### src/rtl/fetch_pkg.sv
// Shared fetch-stage types and constants, also consumed by the decode stage.
package fetch_pkg;

    localparam int ADDR_W = 10;
    localparam int DATA_W = 32;

    // An all-zero word marks the end of the program image.
    localparam logic [31:0] HALT_WORD = 32'h0000_0000;

    typedef enum logic {
        RUN,
        HALTED
    } fetch_state_t;

    typedef struct packed {
        logic [DATA_W-1:0] instr;
        logic [ADDR_W-1:0] pc;
        logic              valid;
    } ifid_t;

endpackage

### src/rtl/fetch_stage.sv
// Instruction fetch in front of a 1-cycle registered instruction memory.
// Drives the IF/ID register and handles stall, redirect and halt-on-zero.
module fetch_stage #(
    parameter int                ADDR_W   = fetch_pkg::ADDR_W,
    parameter int                DATA_W   = fetch_pkg::DATA_W,
    parameter logic [ADDR_W-1:0] RESET_PC = '0,
    parameter int                CNT_W    = 16
) (
    input  logic              Clk,
    input  logic              Rst_n,
    output logic [ADDR_W-1:0] imem_addr,
    input  logic [DATA_W-1:0] imem_data,
    input  logic              stall,
    input  logic              redirect,
    input  logic [ADDR_W-1:0] redirect_pc,
    output logic [DATA_W-1:0] id_instr,
    output logic [ADDR_W-1:0] id_pc,
    output logic              id_valid,
    output logic              halted,
    output logic [CNT_W-1:0]  fetch_count
);
    import fetch_pkg::*;

    fetch_state_t      state_q, state_d;
    logic [ADDR_W-1:0] pc_q;
    logic [ADDR_W-1:0] rd_pc_q;
    logic              rd_v_q;
    logic              do_fetch;
    logic              halt_hit;

    // During a stall the memory re-reads the word already in flight so its
    // output stays put; redirect overrides both.
    assign imem_addr = redirect ? redirect_pc : (stall ? rd_pc_q : pc_q);
    assign halted    = (state_q == HALTED);

    always_ff @(posedge Clk) begin
        if (!Rst_n) state_q <= RUN;
        else        state_q <= state_d;
    end

    always_comb begin
        state_d  = state_q;
        do_fetch = 1'b0;
        halt_hit = 1'b0;
        if (redirect) begin
            state_d = RUN;
        end else if (state_q == RUN && !stall) begin
            do_fetch = 1'b1;
            if (rd_v_q && imem_data == DATA_W'(HALT_WORD)) begin
                halt_hit = 1'b1;
                state_d  = HALTED;
            end
        end
    end

    always_ff @(posedge Clk) begin
        if (!Rst_n) begin
            pc_q        <= RESET_PC;
            rd_pc_q     <= RESET_PC;
            rd_v_q      <= 1'b0;
            id_instr    <= '0;
            id_pc       <= '0;
            id_valid    <= 1'b0;
            fetch_count <= '0;
        end else if (redirect) begin
            rd_pc_q  <= redirect_pc;
            rd_v_q   <= 1'b1;
            pc_q     <= redirect_pc + 1'b1;
            id_valid <= 1'b0;
        end else if (do_fetch) begin
            rd_pc_q <= pc_q;
            rd_v_q  <= 1'b1;
            pc_q    <= pc_q + 1'b1;
            if (halt_hit) begin
                id_valid <= 1'b0;
            end else begin
                id_instr <= imem_data;
                id_pc    <= rd_pc_q;
                id_valid <= rd_v_q;
                if (rd_v_q && fetch_count != '1)
                    fetch_count <= fetch_count + 1'b1;
            end
        end else if (state_q == HALTED) begin
            id_valid <= 1'b0;
        end
    end

endmodule

### config.mk
export PLATFORM = sky130hd
export DESIGN_NAME = fetch_stage
export DESIGN_NICKNAME = d
export VERILOG_FILES = /design/src/rtl/fetch_pkg.sv /design/src/rtl/fetch_stage.sv
export SDC_FILE = /design/constraint.sdc
export NUM_CORES = 1
export LEC_CHECK = 0
export CORE_MARGIN = 4
export CORE_UTILIZATION = 35
export DETAILED_ROUTE_END_ITERATION = 16
export PLACE_DENSITY = 0.59
export SLEW_MARGIN = 20
export SYNTH_ARGS = -nofsm -noshare
export SYNTH_HDL_FRONTEND = slang
export SYNTH_SLANG_ARGS = --single-unit
### constraint.sdc
create_clock -name Clk -period 3.2 [get_ports Clk]
set_input_delay 0.32 -clock Clk [delete_from_list [all_inputs] [get_ports Clk]]
set_output_delay 0.32 -clock Clk [all_outputs]
set_load 0.02 [all_outputs]
==> qor.txt, run 1 <==
outcome -> finished, final reports clean
Synth area leader -> dfxtp_1
Seq/Total Area, Yosys -> 40.6%
largest family of logic cells by synthesized area -> simple AND/OR/NAND/NOR gates
Synth Area in XOR/XNOR -> 3.07%
Sw Pwr -> 672 uW
# fillers -> 1074
RSZ-0062 raised after global routing -> no
most common cell after layout, fill and taps aside -> nand2_1
pin count of the biggest net entering global routing -> 75
clock root cell -> clkbuf_16
first-pass GRT wire length -> 18.8 mm
number of DRC markers in iteration 0 -> 202
Pre-antenna DRT Iters -> 5
Post-Syn Area -> 0.00399 mm2
Final Hold Viols -> 0
startpoint class of the critical path -> input pin
Post-Syn Nets -> 532
Num CTS Buffers -> 9
initial antenna violation count -> 0
Worst-path clk slew -> 0.06 ns
Slew headroom -> 49.0%
Synth Register Bits -> 81
Clock Power Share -> 41.7%
total core area -> 0.0110 mm2
most frequent cells in the layout -> nand2_1, clkdlybuf4s50_1, dfxtp_1, mux2i_1, a21oi_1
final core utilization -> 50.9%
Setup TNS Final -> 0 ns
Worst-Margin Slew -> 0.763 ns
DRC viols -> 0
post-route minimum period -> 2.83 ns
Worst-Skew Late Latency -> 0.33 ns
Setup WS post-layout -> 0.372 ns
nets -> 636
reg2reg start -> halted
Compound-Gate Fraction of Synth Area -> 13.5%
Worst Path Required -> 2.88 ns
post-synthesis simple-gate area fraction -> 25.4%
Final Slew Violations -> 0
Critical Path AT -> 2.51 ns
Post-Place Cells -> 717
Clock H-tree levels -> 3
total gr overflow -> 0
Die Ht -> 115 um
Layout Cells excl Fill -> 733
TritonCTS clock tree -> yes
Main synth FF type -> dfxtp_1
die width -> 115 um
sequential power share -> 42.9%
Post-Synthesis Cells -> 484
Synth area leaders -> dfxtp_1, mux2i_1, nand2_1
Worst Path Max Fanout -> 40
Die Area -> 0.0132 mm2
DP Area -> 0.00528 mm2
peak supply drop -> 0.000232 V
vias in the first global route -> 3793
Yosys cell types -> 52
io pins -> 116
top-area cell type share of the netlist area -> 40.6%
post-synthesis mux area share -> 12.3%
MaxCap Viol Count -> 0
final worst path period share -> 88.4%
Setup crit start -> redirect
Buffers on Ports -> 115
final setup vio count -> 0
Post-Route WL -> 11.5 mm
Post-CTS Hold Buffers -> 0
Layout area overhead -> 39.9%
post-route clock skew -> 0.00754 ns
GRT Total Usage -> 17.5%
final cell area excluding filler cells -> 0.00559 mm2
Initial Util -> 36.4%
WS Path Type -> in -> out
DPL Wire Length -> 8.32 mm
layout cell share with drive strength beyond 1 -> 5.90%
wire per inst -> 15.7 um
CTS Sinks -> 81
setup bufs post-CTS -> 0
fmax -> 354 MHz
static leakage -> 0.00200 uW
worst min path class -> in -> reg
routability cong. -> 0.817
min-delay src -> Rst_n
Via density -> 5.29
area occupied by registers -> 0.00162 mm2
Multi-input gate area -> 0.00220 mm2
internal power -> 1870 uW
PD cells -> 456 mW/mm2
via count -> 3880
Avg Cell Area, Syn -> 8.25 um2
Setup WS pre-CTS -> 0.143 ns
EDFF count, synth -> 0
Diodes inserted -> 0
synth warn -> 0
logic gate share of total power -> 15.4%
CP endpoint kind -> primary output
FP Rows -> 38
Post-DRT Antenna Nets -> 0
sw frac -> 26.4%
CTS Buffer Depth -> 2
post-synthesis async set-or-reset flop share -> 0%
post-synthesis adder-cell area fraction -> 0.627%
through the flow:
step	hold slack [ns]	power [uW]
floorplan	0.445	1310
global placement	0.442	1500
detailed placement	0.448	1510
CTS	0.421	2570
global route	0.430	2650
finish	0.422	2550
metal layers:
| layer | wire (um) | track usage [%] | vias to the layer above |
|---|---|---|---|
| li1 | - | - | 1935 |
| met1 | 5190 | 23.1 | 1804 |
| met2 | 5410 | 28.8 | 127 |
| met3 | 771 | 4.21 | 14 |
| met4 | 152 | 4.38 | 0 |
| met5 | 0 | 0 | - |
kinds of logic (layout without fill, tap and decap cells):
kind of cell | after synthesis | count (layout)
and+or+nand+nor | 213 | 213
muxes | 49 | 49
adders and majority gates | 2 | 2
buffers and inverters | 41 | 150
AOI/OAI and AO/OA | 84 | 84
xor gates and xnor gates | 14 | 14
DFF | 81 | 81
worst max-delay path, stage by stage:
cell,delay (ns)
clkdlybuf4s50_1,0.48
buf_4,0.36
clkinvlp_4,0.43
a21oi_1,0.27
clkdlybuf4s50_1,0.63
power by group through the flow:
stage	registers [uW]	logic [uW]	clock network, uW
after detailed placement	1110	392	0
after CTS	1090	394	1080
final	1090	391	1060
after global placement	1110	386	0
after global routing	1100	425	1130
after floorplan	1130	179	0
state kept, by name (all words and copies together), names as in the netlist:
signal,flops
id_pc,10
id_valid,1
halted,1
pc_q,10
rd_v_q,1
id_instr,32
fetch_count,16
rd_pc_q,10
path summary, 6_finish.rpt:
path / to / slack, ns / cells after the start
setup / recovery: imem_addr[9] / 0.37 / 5
hold / removal: pc_q[6] / 0.42 / 2
setup reg to reg: id_pc[2] / 1.10 / 4
hold reg to reg: id_pc[8] / 0.46 / 2
what timing repair did:
| item | 4_1_cts | 5_1_grt |
|---|---|---|
| gates resized for setup | 0 | 1 |
| setup endpoints to repair | 0 | 7 |
| hold endpoints to repair | 0 | 0 |
final cells by class:
class	count	area share, %
Clock inverter	5	1.14
Inverter	8	0.605
Multi-Input combinational cell	362	39.4
Timing Repair Buffer	126	22.3
Sequential cell	81	29.0
Tap cell	140	3.13
Clock buffer	11	4.34
cell usage after synthesis (2+ instances only):
library cell	number
or3_1	7
nand4_1	13
and3_1	4
buf_4	2
o21ai_1	9
nor2_1	22
nand3_1	18
or4_1	9
o31ai_1	9
a22oi_1	2
clkbuf_1	20
o211a_1	2
ha_1	2
nor3_1	3
o211ai_1	2
xnor2_1	9
mux2i_1	49
nand3b_1	2
nand2_1	115
nand4b_1	2
a211oi_1	6
a21oi_1	31
xor2_1	5
dfxtp_1	81
buf_1	3
a311oi_1	6
inv_1	7
buf_2	7
o21ai_0	6
and2_1	3
nor4_1	7
Power figures use the tool's default switching activity.
==> run 2: changes to the inputs <==
Settings changed: CORE_MARGIN 4 to default, HOLD_SLACK_MARGIN from default to 0.02.
==> run 2 against run 1 <==
Effect of this change: highest routed layer unchanged; largest power group is now clock; critical endpoint unchanged; final cell count fell by 0.14%; maximum frequency rose by 2.3%; wire length fell by 3.5%; clock-buffer cell count fell by 2; critical path type unchanged; clock power rose by 17%; global-route usage rose by 1.8 points; first-iteration DRC count fell by 16%; sequential share of layout area fell by 0.16 points; critical path depth did not move; hold slack improved by 0.035 ns; clock skew rose by 0.0031 ns; flip-flop and latch count did not move.
==> qor.txt, run 2 (same netlist as run 1, synthesis figures left out) <==
DRC viols -> 0 (unchanged)
number of DRC markers in iteration 0 -> 169 (was 202)
via count -> 3866 (was 3880)
CP top delay family -> buffers and inverters (unchanged)
most common cell after layout, fill and taps aside -> nand2_1 (unchanged)
CTS Buffer Depth -> 2 (unchanged)
outcome -> finished, final reports clean (unchanged)
vias in the first global route -> 3572 (was 3793)
DP Area -> 0.00527 mm2 (was 0.00528 mm2)
Final Hold Viols -> 0 (unchanged)
RSZ-0062 raised after global routing -> no (unchanged)
Initial Util -> 36.4% (unchanged)
Setup TNS Final -> 0 ns (unchanged)
Slew headroom -> 38.3% (was 49.0%)
most frequent cells in the layout -> nand2_1, clkdlybuf4s50_1, dfxtp_1, mux2i_1, a21oi_1 (unchanged)
max reg flops -> 32 (unchanged)
pin count of the biggest net entering global routing -> 50 (was 75)
final core utilization -> 51.2% (was 50.9%)
clock root cell -> clkbuf_16 (unchanged)
hold slack -> 0.457 ns (was 0.422 ns)
DPL Wire Length -> 8.07 mm (was 8.32 mm)
Worst Path Required -> 2.88 ns (about the same)
Critical Path AT -> 2.44 ns (was 2.51 ns)
Worst-path clk slew -> 0.06 ns (about the same)
post-route minimum period -> 2.76 ns (was 2.83 ns)
GRT Total Usage -> 19.2% (was 17.5%)
Die Area -> 0.0118 mm2 (was 0.0132 mm2)
Largest Register -> id_instr (unchanged)
Via density -> 5.28 (was 5.29)
WS Path Type -> in -> out (unchanged)
Layout area overhead -> 40.7% (was 39.9%)
Worst-Skew Late Latency -> 0.33 ns (about the same)
Resize count post-CTS -> 0 (unchanged)
FP Rows -> 38 (unchanged)
post-route clock skew -> 0.0107 ns (was 0.00754 ns)
peak supply drop -> 0.000292 V (was 0.000232 V)
io pins -> 116 (unchanged)
Buffers on Ports -> 115 (unchanged)
final worst path period share -> 86.4% (was 88.4%)
CP endpoint kind -> primary output (unchanged)
Post-CTS Hold Buffers -> 0 (unchanged)
final cell area excluding filler cells -> 0.00562 mm2 (was 0.00559 mm2)
crit path buf inv count -> 4 (unchanged)
total core area -> 0.0110 mm2 (unchanged)
layout cell share with drive strength beyond 1 -> 5.74% (was 5.90%)
Setup WS pre-CTS -> 0.391 ns (was 0.143 ns)
routability cong. -> 0.819 (was 0.817)
Regs by FF count -> id_instr x32, fetch_count x16 (unchanged)
static leakage -> 0.00203 uW (was 0.00200 uW)
Clock H-tree levels -> 3 (unchanged)
CTS Sinks -> 81 (unchanged)
TritonCTS clock tree -> yes (unchanged)
first-pass GRT wire length -> 17.8 mm (was 18.8 mm)
Critical Path, Cell by Cell -> clkdlybuf4s50_1, buf_4, clkinv_1, a21oi_1, clkdlybuf4s50_1 (was clkdlybuf4s50_1, buf_4, clkinvlp_4, a21oi_1, clkdlybuf4s50_1)
startpoint class of the critical path -> input pin (unchanged)
Slowest Stage Delay on Critical Path -> 0.63 ns (about the same)
initial antenna violation count -> 0 (unchanged)
total gr overflow -> 0 (unchanged)
MaxCap Viol Count -> 0 (unchanged)
final setup vio count -> 0 (unchanged)
die width -> 109 um (was 115 um)
fmax -> 362 MHz (was 354 MHz)
Worst Path Max Fanout -> 20 (was 40)
nets -> 637 (was 636)
PD cells -> 484 mW/mm2 (was 456 mW/mm2)
Num CTS Buffers -> 9 (unchanged)
Post-Route WL -> 11.1 mm (was 11.5 mm)
Setup WS post-layout -> 0.436 ns (was 0.372 ns)
Pre-antenna DRT Iters -> 4 (was 5)
slowest CP cell -> clkdlybuf4s50_1 (unchanged)
setup bufs post-CTS -> 0 (unchanged)
Die Ht -> 109 um (was 115 um)
Post-DRT Antenna Nets -> 0 (unchanged)
Worst-Margin Slew -> 0.924 ns (was 0.763 ns)
Diodes inserted -> 0 (unchanged)
Final Slew Violations -> 0 (unchanged)
worst min path class -> reg -> reg (was in -> reg)
most frequent CP cell -> clkdlybuf4s50_1 (unchanged)
wire per inst -> 15.2 um (was 15.7 um)
run 2: cell types whose count changed in the layout (fill, tap and decap cells not counted), moves of 2 or more:
cell | before | now
clkinvlp_4 | 2 | 0
buf_4 | 10 | 12
bufinv_16 | 1 | 4
clkinv_4 | 2 | 0
run 2: path summary, 6_finish.rpt:
kind | cells past startpoint | to | slack, ns | startpoint
setup / recovery | 5 | imem_addr[9] | 0.44 | redirect
setup reg to reg | 4 | id_instr[19] | 0.78 | halted
hold / removal | 2 | id_instr[6] | 0.46 | id_instr[6]
hold reg to reg | 2 | id_instr[6] | 0.46 | id_instr[6]
run 2: cell type report:
class	count	area, um2
timing repair buffer	127	1240
fill	1097	5360
clock inverter	5	129
multi-input combinational	362	2200
tap	140	175
sequential	81	1620
clock buffer	9	225
inverter	8	30.0
run 2: per-stage QoR:
step	total power, uW	instances
after floorplan	1310	484
after global placement	1500	718
after detailed placement	1510	718
after CTS	2750	732
after global routing	2830	732
final	2720	732
run 2: tightest hold or removal path, stage by stage, from the launching register on:
cell,delay [ns]
dfxtp_1,0.31
nand2_1,0.05
mux2i_1,0.05
run 2: where the power goes:
| group | internal (uW) | switching [uW] | total, uW |
|---|---|---|---|
| sequential | 1050 | 38.0 | 1090 |
| combinational | 186 | 204 | 391 |
| clock | 835 | 402 | 1240 |
run 2: layer usage:
metal,track usage (%),vias to the layer above,share of wire (%)
met5,0,-,0
met4,3.96,0,0.22
met3,4.60,2,5.9
met2,33.0,111,48
met1,24.4,1826,46
li1,-,1927,-
==> run 3: changes to the inputs <==
Settings changed: PLACE_DENSITY 0.59 to default, SETUP_SLACK_MARGIN from default to 0.3, SKIP_CTS_REPAIR_TIMING from default to 1.
==> run 3 against run 2 <==
Effect of this change: register-to-register slack better by 0.41 ns; worst setup slack better by 0.041 ns; wire length down 0.37%; final cell count up 0.27%; maximum frequency up 1.5%; first-iteration DRC count down 4.1%; clock power down 23%; core utilization down 0.63 points; global-route usage down 0.33 points.
==> qor.txt, run 3 (same netlist as run 1, synthesis figures left out) <==
worst min path class -> reg -> reg (unchanged)
Post-DRT Antenna Nets -> 0 (unchanged)
Worst-path clk slew -> 0.06 ns (about the same)
post-route clock skew -> 0.00442 ns (was 0.0107 ns)
CP top delay family -> buffers and inverters (unchanged)
DPL Wire Length -> 8.06 mm (was 8.07 mm)
final worst path period share -> 85.1% (was 86.4%)
WL met3 -> 541 um (was 657 um)
Pre-antenna DRT Iters -> 4 (unchanged)
RSZ-0062 raised after global routing -> no (unchanged)
first-pass GRT wire length -> 17.6 mm (was 17.8 mm)
TritonCTS clock tree -> yes (unchanged)
Setup TNS Final -> 0 ns (unchanged)
Final Slew Violations -> 0 (unchanged)
outcome -> finished, final reports clean (unchanged)
Worst Path Max Fanout -> 22 (was 20)
DR top layer -> met4 (unchanged)
total power -> 2430 uW (was 2720 uW)
most frequent cells in the layout -> nand2_1, clkdlybuf4s50_1, dfxtp_1, mux2i_1, a21oi_1 (unchanged)
MaxCap Viol Count -> 0 (unchanged)
Worst R2R Path Depth -> 5 (was 4)
number of DRC markers in iteration 0 -> 162 (was 169)
fmax -> 367 MHz (was 362 MHz)
Slew headroom -> 42.8% (was 38.3%)
static leakage -> 0.00198 uW (was 0.00203 uW)
CTS Sinks -> 81 (unchanged)
Diodes inserted -> 0 (unchanged)
post-route minimum period -> 2.72 ns (was 2.76 ns)
Worst-Skew Late Latency -> 0.33 ns (about the same)
initial antenna violation count -> 0 (unchanged)
Initial Util -> 36.4% (unchanged)
Via density -> 5.30 (was 5.28)
Clock H-tree levels -> 3 (unchanged)
total gr overflow -> 0 (unchanged)
clock root cell -> clkbuf_16 (unchanged)
Final Hold Viols -> 0 (unchanged)
CP endpoint kind -> primary output (unchanged)
Layout area overhead -> 39.0% (was 40.7%)
vias in the first global route -> 3551 (was 3572)
pin count of the biggest net entering global routing -> 92 (was 50)
Worst Hold Depth -> 2 (unchanged)
DP Area -> 0.00528 mm2 (was 0.00527 mm2)
Die Area -> 0.0118 mm2 (unchanged)
total core area -> 0.0110 mm2 (unchanged)
Worst Path Required -> 2.88 ns (about the same)
GRT Total Usage -> 18.9% (was 19.2%)
routability cong. -> 0.851 (was 0.819)
peak supply drop -> 0.000254 V (was 0.000292 V)
R2R Setup Slk -> 1.19 ns (was 0.78 ns)
WS Path Type -> in -> out (unchanged)
via count -> 3891 (was 3866)
PD cells -> 438 mW/mm2 (was 484 mW/mm2)
Critical Path AT -> 2.40 ns (was 2.44 ns)
Stages on worst setup path -> 5 (unchanged)
io pins -> 116 (unchanged)
startpoint class of the critical path -> input pin (unchanged)
Die Ht -> 109 um (unchanged)
slowest CP cell -> clkdlybuf4s50_1 (unchanged)
Worst-Margin Slew -> 0.857 ns (was 0.924 ns)
WL met2 -> 5.22 mm (was 5.38 mm)
CTS Buffer Depth -> 2 (unchanged)
max reg flops -> 32 (unchanged)
Post-Route WL -> 11.1 mm (about the same)
crit path buf inv count -> 4 (unchanged)
Critical Path, Cell by Cell -> clkdlybuf4s50_1, buf_4, clkinv_1, a21oi_1, clkdlybuf4s50_1 (unchanged)
final setup vio count -> 0 (unchanged)
Slowest Stage Delay on Critical Path -> 0.63 ns (about the same)
Largest Register -> id_instr (unchanged)
most common cell after layout, fill and taps aside -> nand2_1 (unchanged)
wire per inst -> 15.1 um (was 15.2 um)
Buffers on Ports -> 115 (unchanged)
most frequent CP cell -> clkdlybuf4s50_1 (unchanged)
Num CTS Buffers -> 9 (unchanged)
DRC viols -> 0 (unchanged)
hold slack -> 0.456 ns (was 0.457 ns)
layout cell share with drive strength beyond 1 -> 5.89% (was 5.74%)
die width -> 109 um (unchanged)
Regs by FF count -> id_instr x32, fetch_count x16 (unchanged)
nets -> 637 (unchanged)
FP Rows -> 38 (unchanged)
final cell area excluding filler cells -> 0.00555 mm2 (was 0.00562 mm2)
M1 WL -> 5.20 mm (was 5.07 mm)
==> run 3: power breakdown <==
group / leakage, uW / internal, uW / switching, uW
registers: 0.000663 / 1050 / 38.8
clock network: 0.000121 / 527 / 424
logic: 0.00120 / 187 / 203
==> run 3: tightest hold or removal path, cell delays in order (launching register included) <==
cell     delay [ns]
dfxtp_1        0.31
nand2_1        0.05
mux2i_1        0.05
==> run 3: final cells by class <==
| type | instances | area (um2) |
|---|---|---|
| fillers | 1098 | 5430 |
| multi-input cells | 362 | 2200 |
| flip-flops and latches | 81 | 1620 |
| repair buffers | 127 | 1250 |
| clock buffers | 10 | 229 |
| well taps | 140 | 175 |
| clock inverters | 6 | 43.8 |
| inverters | 8 | 30.0 |
==> run 3: worst paths after layout <==
path / start / to
setup / recovery: redirect / imem_addr[3]
hold / removal: id_instr[15] / id_instr[15]
setup reg to reg: halted / fetch_count[8]
hold reg to reg: id_instr[15] / id_instr[15]
==> run 3: metrics by stage <==
stage | utilization [%] | setup slack [ns] | std cells
finish | 50.5 | 0.476 | 734
global route | 50.5 | 0.323 | 734
CTS | 50.5 | 0.473 | 734
detailed placement | 48.1 | 0.479 | 718
global placement | 48.1 | 0.477 | 718
floorplan | - | 1.07 | 484
==> run 3: routing by layer <==
| layer | track usage (%) | vias up |
|---|---|---|
| met5 | 0 | - |
| met4 | 5.89 | 0 |
| met3 | 2.99 | 12 |
| met2 | 31.6 | 107 |
| met1 | 25.0 | 1832 |
| li1 | - | 1940 |
